### src/rtl/mem_access_stage.sv
// mem_access_stage: memory-access pipeline stage holding the MEM/WB register.
// Launches byte/half/word(/dword) loads and stores on a req/ack data-memory
// port, tolerates any number of wait states, extends load data, and faults
// misaligned or illegal-size accesses without touching memory.
// Ports:
//   clk, reset              clock; asynchronous active-high reset
//   enable                  downstream advance (0 freezes MEM/WB)
//   *_in_exmem              EX/MEM fields of the instruction being presented
//   stall_out               upstream must hold EX/MEM
//   dmem_*                  data-memory request/response interface
//   *_out_memwb             registered MEM/WB fields, plus fault flag
module mem_access_stage #(
    parameter int unsigned DATA_W = 32,
    parameter int unsigned ADDR_W = 32,
    parameter int unsigned REG_AW = 4,
    parameter int unsigned OPC_W  = 5
) (
    input  logic                clk,
    input  logic                reset,
    input  logic                enable,
    input  logic                valid_in_exmem,
    input  logic [ADDR_W-1:0]   pc_in_exmem,
    input  logic [DATA_W-1:0]   alu_result_in_exmem,
    input  logic [DATA_W-1:0]   write_data_in_exmem,
    input  logic [REG_AW-1:0]   Rd_in_exmem,
    input  logic [OPC_W-1:0]    opcode_in_exmem,
    input  logic                reg_write_en_in_exmem,
    input  logic                mem_read_en_in_exmem,
    input  logic                mem_write_en_in_exmem,
    input  logic                mem_to_reg_in_exmem,
    input  logic [1:0]          mem_size_in_exmem,
    input  logic                mem_signed_in_exmem,
    output logic                stall_out,
    output logic                dmem_req,
    output logic                dmem_we,
    output logic [ADDR_W-1:0]   dmem_addr,
    output logic [DATA_W/8-1:0] dmem_be,
    output logic [DATA_W-1:0]   dmem_wdata,
    input  logic                dmem_ack,
    input  logic [DATA_W-1:0]   dmem_rdata,
    output logic                valid_out_memwb,
    output logic [ADDR_W-1:0]   pc_out_memwb,
    output logic [DATA_W-1:0]   alu_result_out_memwb,
    output logic [DATA_W-1:0]   mem_read_data_out_memwb,
    output logic [REG_AW-1:0]   Rd_out_memwb,
    output logic [OPC_W-1:0]    opcode_out_memwb,
    output logic                reg_write_en_out_memwb,
    output logic                mem_to_reg_out_memwb,
    output logic                fault_out_memwb
);
    localparam int unsigned NB = DATA_W / 8;
    localparam int unsigned LB = $clog2(NB);

    typedef enum logic [1:0] {StIdle, StReq, StDone} state_e;
    state_e state_q;

    // Copy of the launched instruction, held stable for the whole access.
    logic [ADDR_W-1:0] pc_q, addr_q;
    logic [DATA_W-1:0] alu_q, wdata_q, res_q;
    logic [REG_AW-1:0] rd_q;
    logic [OPC_W-1:0]  opc_q;
    logic [NB-1:0]     be_q;
    logic [LB-1:0]     off_q;
    logic [1:0]        size_q;
    logic              we_q, sgn_q, rwe_q, m2r_q;

    // Decode of the presented instruction.
    logic              mem_op, size_ok, misaligned, fault_c;
    logic [LB-1:0]     off, size_mask;
    logic [NB-1:0]     st_be;
    logic [DATA_W-1:0] st_wdata;

    assign off        = alu_result_in_exmem[LB-1:0];
    assign mem_op     = valid_in_exmem & (mem_read_en_in_exmem | mem_write_en_in_exmem);
    assign size_ok    = (mem_size_in_exmem != 2'b11) || (DATA_W == 64);
    assign misaligned = |(off & size_mask);
    assign fault_c    = mem_op & (~size_ok | misaligned);

    always_comb begin
        case (mem_size_in_exmem)
            2'b00:   size_mask = '0;
            2'b01:   size_mask = LB'(1);
            2'b10:   size_mask = LB'(3);
            default: size_mask = LB'(7);
        endcase
    end

    // Lane i is enabled when it falls in the same S-byte group as the address;
    // each lane carries store byte (i mod S), replicating the data per group.
    always_comb begin
        st_be    = '0;
        st_wdata = '0;
        for (int i = 0; i < NB; i++) begin
            st_be[i] = ((LB'(i) & ~size_mask) == (off & ~size_mask));
            st_wdata[i*8 +: 8] = write_data_in_exmem[int'(LB'(i) & size_mask)*8 +: 8];
        end
    end

    // Load extraction from the response, using the latched size/offset.
    logic [DATA_W-1:0] shifted, load_ext, ret_data;
    logic              retire;

    assign shifted = dmem_rdata >> {off_q, 3'b000};

    always_comb begin
        load_ext = shifted;
        case (size_q)
            2'b00: load_ext = {{(DATA_W-8){sgn_q & shifted[7]}}, shifted[7:0]};
            2'b01: load_ext = {{(DATA_W-16){sgn_q & shifted[15]}}, shifted[15:0]};
            2'b10: begin
                for (int b = 32; b < DATA_W; b++) load_ext[b] = sgn_q & shifted[31];
            end
            default: load_ext = shifted;
        endcase
    end

    // The held result is used from DONE; otherwise the live response.
    assign ret_data = (state_q == StDone) ? res_q : (we_q ? '0 : load_ext);
    assign retire   = enable & (((state_q == StReq) & dmem_ack) | (state_q == StDone));

    assign dmem_req   = (state_q == StReq);
    assign dmem_we    = dmem_req & we_q;
    assign dmem_be    = dmem_req ? be_q : '0;
    assign dmem_addr  = {addr_q[ADDR_W-1:LB], {LB{1'b0}}};
    assign dmem_wdata = wdata_q;

    assign stall_out = ((state_q == StIdle) & mem_op & ~fault_c)
                     | ((state_q == StReq) & ~dmem_ack)
                     | (state_q == StDone)
                     | (~enable & valid_in_exmem);

    always_ff @(posedge clk or posedge reset) begin
        if (reset) begin
            state_q                 <= StIdle;
            pc_q                    <= '0;
            addr_q                  <= '0;
            alu_q                   <= '0;
            wdata_q                 <= '0;
            res_q                   <= '0;
            rd_q                    <= '0;
            opc_q                   <= '0;
            be_q                    <= '0;
            off_q                   <= '0;
            size_q                  <= '0;
            we_q                    <= 1'b0;
            sgn_q                   <= 1'b0;
            rwe_q                   <= 1'b0;
            m2r_q                   <= 1'b0;
            valid_out_memwb         <= 1'b0;
            pc_out_memwb            <= '0;
            alu_result_out_memwb    <= '0;
            mem_read_data_out_memwb <= '0;
            Rd_out_memwb            <= '0;
            opcode_out_memwb        <= '0;
            reg_write_en_out_memwb  <= 1'b0;
            mem_to_reg_out_memwb    <= 1'b0;
            fault_out_memwb         <= 1'b0;
        end else begin
            case (state_q)
                StIdle: begin
                    if (enable) begin
                        if (mem_op && !fault_c) begin
                            pc_q    <= pc_in_exmem;
                            addr_q  <= ADDR_W'(alu_result_in_exmem);
                            alu_q   <= alu_result_in_exmem;
                            wdata_q <= st_wdata;
                            be_q    <= st_be;
                            off_q   <= off;
                            size_q  <= mem_size_in_exmem;
                            we_q    <= mem_write_en_in_exmem;
                            sgn_q   <= mem_signed_in_exmem;
                            rd_q    <= Rd_in_exmem;
                            opc_q   <= opcode_in_exmem;
                            rwe_q   <= reg_write_en_in_exmem;
                            m2r_q   <= mem_to_reg_in_exmem;
                            state_q <= StReq;
                        end else begin
                            // Non-mem op, bubble or faulting access: straight to MEM/WB.
                            valid_out_memwb         <= valid_in_exmem;
                            pc_out_memwb            <= pc_in_exmem;
                            alu_result_out_memwb    <= alu_result_in_exmem;
                            mem_read_data_out_memwb <= '0;
                            Rd_out_memwb            <= Rd_in_exmem;
                            opcode_out_memwb        <= opcode_in_exmem;
                            reg_write_en_out_memwb  <= valid_in_exmem & reg_write_en_in_exmem
                                                       & ~fault_c;
                            mem_to_reg_out_memwb    <= mem_to_reg_in_exmem;
                            fault_out_memwb         <= fault_c;
                        end
                    end
                end
                StReq: begin
                    if (dmem_ack) begin
                        res_q   <= we_q ? '0 : load_ext;
                        state_q <= enable ? StIdle : StDone;
                    end
                end
                StDone: begin
                    if (enable) state_q <= StIdle;
                end
                default: state_q <= StIdle;
            endcase

            if (retire) begin
                valid_out_memwb         <= 1'b1;
                pc_out_memwb            <= pc_q;
                alu_result_out_memwb    <= alu_q;
                mem_read_data_out_memwb <= ret_data;
                Rd_out_memwb            <= rd_q;
                opcode_out_memwb        <= opc_q;
                reg_write_en_out_memwb  <= rwe_q;
                mem_to_reg_out_memwb    <= m2r_q;
                fault_out_memwb         <= 1'b0;
            end
        end
    end

endmodule

### config.mk
export PLATFORM = sky130hd
export DESIGN_NAME = mem_access_stage
export DESIGN_NICKNAME = d
export VERILOG_FILES = /design/src/rtl/mem_access_stage.sv
export SDC_FILE = /design/constraint.sdc
export NUM_CORES = 1
export LEC_CHECK = 0
export BUFFER_PORTS_ARGS = -buffer_cell sky130_fd_sc_hd__buf_2
export CORE_UTILIZATION = 55
export CTS_BUF_LIST = sky130_fd_sc_hd__clkbuf_4 sky130_fd_sc_hd__clkbuf_8
export CTS_CLUSTER_SIZE = 10
export DETAILED_ROUTE_END_ITERATION = 16
export GPL_TIMING_DRIVEN = 0
export PLACE_DENSITY = 0.83
export SYNTH_ARGS = -nofsm -noshare
export SYNTH_HDL_FRONTEND = slang
export SYNTH_SLANG_ARGS = --single-unit
### constraint.sdc
create_clock -name clk -period 9.42 [get_ports clk]
set_input_delay 0.471 -clock clk [delete_from_list [all_inputs] [get_ports clk]]
set_output_delay 0.471 -clock clk [all_outputs]
set_load 0.01 [all_outputs]
-- Word-level counts from Yosys, hierarchy flattened
Cells that the tools add are included.
- multiplexer cells: 47
- bitwise operators: 26
- shift-type cells: 4
- equal/unequal tests: 13
- reduce and logical (&&, ||, !) cells: 13
- operator list (cell ; count):
    $mux 32 ; 14
    $pmux 32 s2 ; 1
    $shiftx 32x6->8 ; 2
    $shiftx 32x5->8 ; 1
    $shr 32x5->32 ; 1
    $mux 4 ; 5
    $mux 5 ; 4
    $mux 1 ; 16
    $and 1x1->1 ; 13
    $mux 2 ; 5
    $logic_not 2->1 ; 4
    $ne 2x2->1 const B ; 4
    $eq 2x1->1 const B ; 3
    $or 1x1->1 ; 6
    $pmux 2 s3 ; 1
    $reduce_and 3->1 ; 2
    $and 2x2->2 ; 2
    $eq 2x2->1 ; 2
    $ne 2x1->1 const B ; 2
    $not 1->1 ; 4
    $pmux 2 s2 ; 1
    $reduce_and 4->1 ; 1
    $reduce_bool 2->1 ; 2
    $eq 1x2->1 ; 1
    6 further kinds ; 6
- register bits: 260
- input port bits: 149
- output and inout bits: 180

-- Depth between registers and ports, before layout
- depth in word-level cells: 12
- depth in mapped cells: 8
- mapped depth without buffers: 4

-- Worst setup path before layout
Ideal clock, no wire load.
- kind: input to register
- start point: in mem_size_in_exmem[0]
- end point: reg Rd_out_memwb[0]
- library setup time: 0.125 ns
- cell stages on the path: 7
- setup slack: 7.147 ns
- data arrival time: 2.148 ns
- required time: 9.295 ns
- buffers on the path: 3
- cells stage by stage: clkbuf_1 or3_4 a2111oi_4 nor2_2 buf_6 buf_6 mux2_4
- word-level cells in the longest chain between the ends: 10
- elaborated cells on any way between the ends: 13
- classes of those cells: 3 x eq/ne; 1 x mux; 4 x bitwise; 5 x reduce/logical
- ends and longest elaborated chain (item ; line ; source):
    from (decl) ; 31 ; input logic [1:0] mem_size_in_exmem,
    $eq 2x1->1 or $logic_not 2->1 (tied branches) ; 80 ; case (mem_size_in_exmem)
    $pmux 2 s2 ; 80 ;
    $and 2x2->2 ; 76 ; assign misaligned = |(off & size_mask);
    $reduce_or 2->1 ; 76 ;
    $or 1x1->1 (*) ; 77 ; assign fault_c = mem_op & (~size_ok | misaligned);
    $and 1x1->1 (*) ; 77 ;
    $logic_not 1->1 (*) ; 162 ; if (mem_op && !fault_c) begin
    $logic_and 1x1->1 (*) ; 162 ;
    $ne 2x2->1 (no source line) (*) ; -- ;
    $reduce_and 3->1 (no source line) (*) ; -- ;
    to (signal assigned) ; 183 ; Rd_out_memwb <= Rd_in_exmem;
    to (signal assigned) ; 209 ; Rd_out_memwb <= rd_q;
    to (decl) ; 45 ; output logic [REG_AW-1:0] Rd_out_memwb,
Every way passes the cells marked *; elsewhere a longest branch is shown, timed or not.
A chain may end at the register's enable or synchronous reset.

-- Worst setup path in the final report
- start point: reg state_q[0]
- end point: reg alu_q[2]
- word-level cells in the longest chain between the ends: 2
- ends and longest elaborated chain (item ; line ; source):
    from (decl) ; 55 ; state_e state_q;
    from (signal assigned) ; 134 ; state_q <= StIdle;
    from (signal assigned) ; 176 ; state_q <= StReq;
    from (signal assigned) ; 195 ; state_q <= enable ? StIdle : StDone;
    $logic_not 2->1 ; 159 ; case (state_q)
    $reduce_and 3->1 (no source line) ; -- ;
    to (signal assigned) ; 165 ; alu_q <= alu_result_in_exmem;
    to (decl) ; 59 ; logic [DATA_W-1:0] alu_q, wdata_q, res_q;
Every way passes these cells.

==> flow_metrics.env <==
export IMPL_outcome="finished clean"
export IMPL_start_util=0.568
export IMPL_synth_area_mux_share=0.277
export IMPL_standby_leakage_power_uw=0.00763
export IMPL_final_antenna_net_count=0
export IMPL_post_cts_setup_buffer_count=0
export IMPL_die_y_um=153
export IMPL_synth_ff_type="sky130_fd_sc_hd__dfrtp_1"
export IMPL_initial_antenna_violation_count=4
export IMPL_synthTopCellsByCount="sky130_fd_sc_hd__dfrtp_1 (258), sky130_fd_sc_hd__mux2_2 (187), sky130_fd_sc_hd__nand2_1 (81)"
export IMPL_synth_most_common_cell="sky130_fd_sc_hd__dfrtp_1"
export IMPL_synth_simple_area_share=0.0681
export IMPL_floorplan_die_width_um=153
export IMPL_finalClockSkew_ns=0.0338
export IMPL_dpl_hpwl_um=24700
export IMPL_grt_pass1_vias=10100
export IMPL_final_setup_worst_slack_ns=6.63
export IMPL_globalRoute_totalOverflow=0
export IMPL_tritoncts_num_buffers=44
export IMPL_number_of_vias_per_cell_after_detailed_routing=5.72
export IMPL_final_design_area_no_fill_mm2=0.0156
export IMPL_post_synthesis_mean_instance_area_um2=12.5
export IMPL_holdBufCountCts=1
export IMPL_globalplace_congestion=0.906
export IMPL_path_common_cell="sky130_fd_sc_hd__clkbuf_1"
export IMPL_number_of_cells_upsized_or_downsized_after_cts=0
export IMPL_register_to_register_setup_slack_ns=6.63
export IMPL_globalRouteTotalUtil=0.297
export IMPL_cts_tree="done"
export IMPL_critical_path_max_stage_delay_ns=0.47
export IMPL_timing_max_transition_violations_final=0
export IMPL_multi_input_area_mm2=0.00548
export IMPL_root_buffer="sky130_fd_sc_hd__clkbuf_8"
export IMPL_crit_path_start_kind="flop"
export IMPL_clk_path_buf_depth=3
export IMPL_layout_drive_gt1_share=0.516
export IMPL_worst_path_max_delay_cell="sky130_fd_sc_hd__clkbuf_1"
export IMPL_power_ir_vdd_worst_mv=0.138
export IMPL_crit_required_ns=9.83
export IMPL_post_synth_xor_area_fraction=0.000698
export IMPL_synth_async_reset_ratio=1.00
export IMPL_count_of_fill_cells_added_during_filler_insertion=1605
export IMPL_fp_dieArea_mm2=0.0234
export IMPL_synth_adder_area_share=0
export IMPL_layout_stage_area_growth_over_the_synthesis_result_pct=23.9
export IMPL_num_io_pins=329
export IMPL_yosys_cell_types_count=51
export IMPL_library_cell_with_the_largest_summed_area_after_synthesis="sky130_fd_sc_hd__dfrtp_1"
export IMPL_netlist_area_mm2=0.0125
export IMPL_tightestPinTransition_ns=1.13
export IMPL_ys_ff_latch=258
export IMPL_vias_after_detailed_routing=9725
export IMPL_synthDominantCellAreaShare=0.514
export IMPL_arrival_ns=3.20
export IMPL_first_pass_iters=5
export IMPL_nets=1530
export IMPL_critical_path_n_buffers_inverters=3
export IMPL_synth_top_family_by_area="multiplexers"
export IMPL_power_density_mw_per_mm2=233
export IMPL_detail_route_wl_per_cell_um=20.4
export IMPL_netlist_instances=1006
export IMPL_cts_num_sinks=258
export IMPL_synth_edf_count=0
export IMPL_coreArea_mm2=0.0221
export IMPL_maxCapViolCount=0
export IMPL_post_place_ws_ns=6.36
export IMPL_cts_clk_slew_worst_paths_ns=0.06
export IMPL_endpoints_failing_setup=0
export IMPL_initialDrtViolationCount=587
export IMPL_dpl_cell_area_mm2=0.0146
export IMPL_ff_latch_area_mm2=0.00646
export IMPL_post_route_period_util=0.296
export IMPL_critical_path_class="flop to flop"
export IMPL_pin_count_of_the_biggest_net_entering_global_routing=117
export IMPL_relSlewSlack=0.246
export IMPL_kind_of_capture_point_of_the_worst_setup_path="flop"
export IMPL_cp_max_fo=10
export IMPL_synth_seq_area_share=0.514
export IMPL_hold_viol_final=0
export IMPL_worst_hold_check_path_type="input pin to flop"
export IMPL_io_buffers=325
export IMPL_totalWireLength_um=34700
export IMPL_ctsHtreeMaxLevel=2
export IMPL_timing_critical_path_cells="clkbuf_1 > nor3b_2 > o211ai_1 > clkbuf_1 > buf_2 > mux2_2"
export IMPL_clkLatencyLatePin_ns=0.56
export IMPL_yosysWarnings=0
export IMPL_rows=54
export IMPL_final_core_utilization=0.704
export IMPL_grt_setup_unrepaired="no"
export IMPL_drt_drc_violations_left=0
export IMPL_area_fraction_in_compound_gates_after_synthesis=0.0905
export IMPL_fmax_mhz=358
export IMPL_grt_pass1_wl_um=54400
export IMPL_fin_crit_ns=2.79
export IMPL_totalNegativeSetupSlack_ns=0
export IMPL_path_delay_family="buffers and inverters"
export IMPL_synth_area_leaders="sky130_fd_sc_hd__dfrtp_1 (51%), sky130_fd_sc_hd__mux2_2 (17%), sky130_fd_sc_hd__mux2_4 (7.2%), sky130_fd_sc_hd__o21ai_0 (2.9%), sky130_fd_sc_hd__nand2_1 (2.4%)"
==> final timing paths <==
| kind | startpoint | endpoint | depth (start not counted) |
|---|---|---|---|
| setup / recovery | state_q[0] | alu_q[2] | 6 |
| hold / removal | opcode_in_exmem[1] | opc_q[1] | 2 |
| setup reg to reg | state_q[0] | alu_q[2] | 6 |
| hold reg to reg | dmem_wdata[30] | dmem_wdata[30] | 2 |
| max in group asynchronous | reset | dmem_wdata[22] | 4 |
| min in group asynchronous | reset | alu_result_out_memwb[16] | 3 |
==> logic make-up after synthesis <==
group	count (synthesis)
muxes	284
DFF	258
and+or+nand+nor	180
AOI/OAI and AO/OA	171
buffers and inverters	111
xor gates and xnor gates	1
other	1
==> area by class of cell <==
type | instances | share of cell area
Tap cell | 280 | 0.0225
Buffer | 105 | 0.0380
Sequential cell | 258 | 0.415
Timing Repair Buffer | 328 | 0.109
Clock inverter | 7 | 0.00257
Inverter | 6 | 0.00193
Clock buffer | 73 | 0.0578
Multi-Input combinational cell | 638 | 0.353
Antenna cell | 4 | 0.000644
==> metal layers <==
metal,global-route usage,share of wire
met1,0.376,0.41
met2,0.486,0.48
met3,0.0661,0.072
met4,0.139,0.041
met5,0,0
==> registers in the layout, indices dropped and copies added, names as in the netlist <==
register                 flops
Rd_out_memwb                 4
opc_q                        5
alu_q                       32
rwe_q                        1
state_q                      2
pc_out_memwb                32
size_q                       2
opcode_out_memwb             5
sgn_q                        1
alu_result_out_memwb        32
dmem_wdata                  32
reg_write_en_out_memwb       1
pc_q                        32
fault_out_memwb              1
be_q                         4
mem_read_data_out_memwb     32
mem_to_reg_out_memwb         1
m2r_q                        1
rd_q                         4
we_q                         1
valid_out_memwb              1
res_q                       32
==> stage by stage <==
step | instances | power (uW) | hold slack (ns)
2_1_floorplan | 1007 | 2190 | 0.440
3_3_place_gp | 1612 | 2520 | 0.456
3_5_place_dp | 1614 | 2570 | 0.465
4_1_cts | 1695 | 3640 | 0.139
5_1_grt | 1699 | 3800 | 0.157
6_report | 1699 | 3620 | 0.171
==> cell usage in the layout (no fill, tap or decap), drive strengths merged, types with 2 or more instances in the layout <==
cell and n:
buf 389, dfrtp 258, mux2 247, clkbuf 116
nand2 81, o21ai 75, nand3 30, mux2i 29
o211ai 19, nor2 18, a21oi 15, nand2b 12
nor3 11, a21o 9, o2111ai 8, o41ai 8
mux4 8, a22o 8, and2 7, a221oi 7
a221o 7, inv 6, o31ai 5, nand4 5
clkinv 5, diode 4, a31oi 3, nor2b 3
nand3b 3, nor3b 3, or3b 2, or2 2
conb 2, clkinvlp 2
==> where the power goes <==
group | total (uW) | internal (uW) | switching [uW] | leakage (uW)
Sequential | 1560 | 1390 | 168 | 0.00319
Clock | 1060 | 601 | 458 | 0.000501
Combinational | 1010 | 512 | 496 | 0.00394
(Power assumes the default switching activity.)
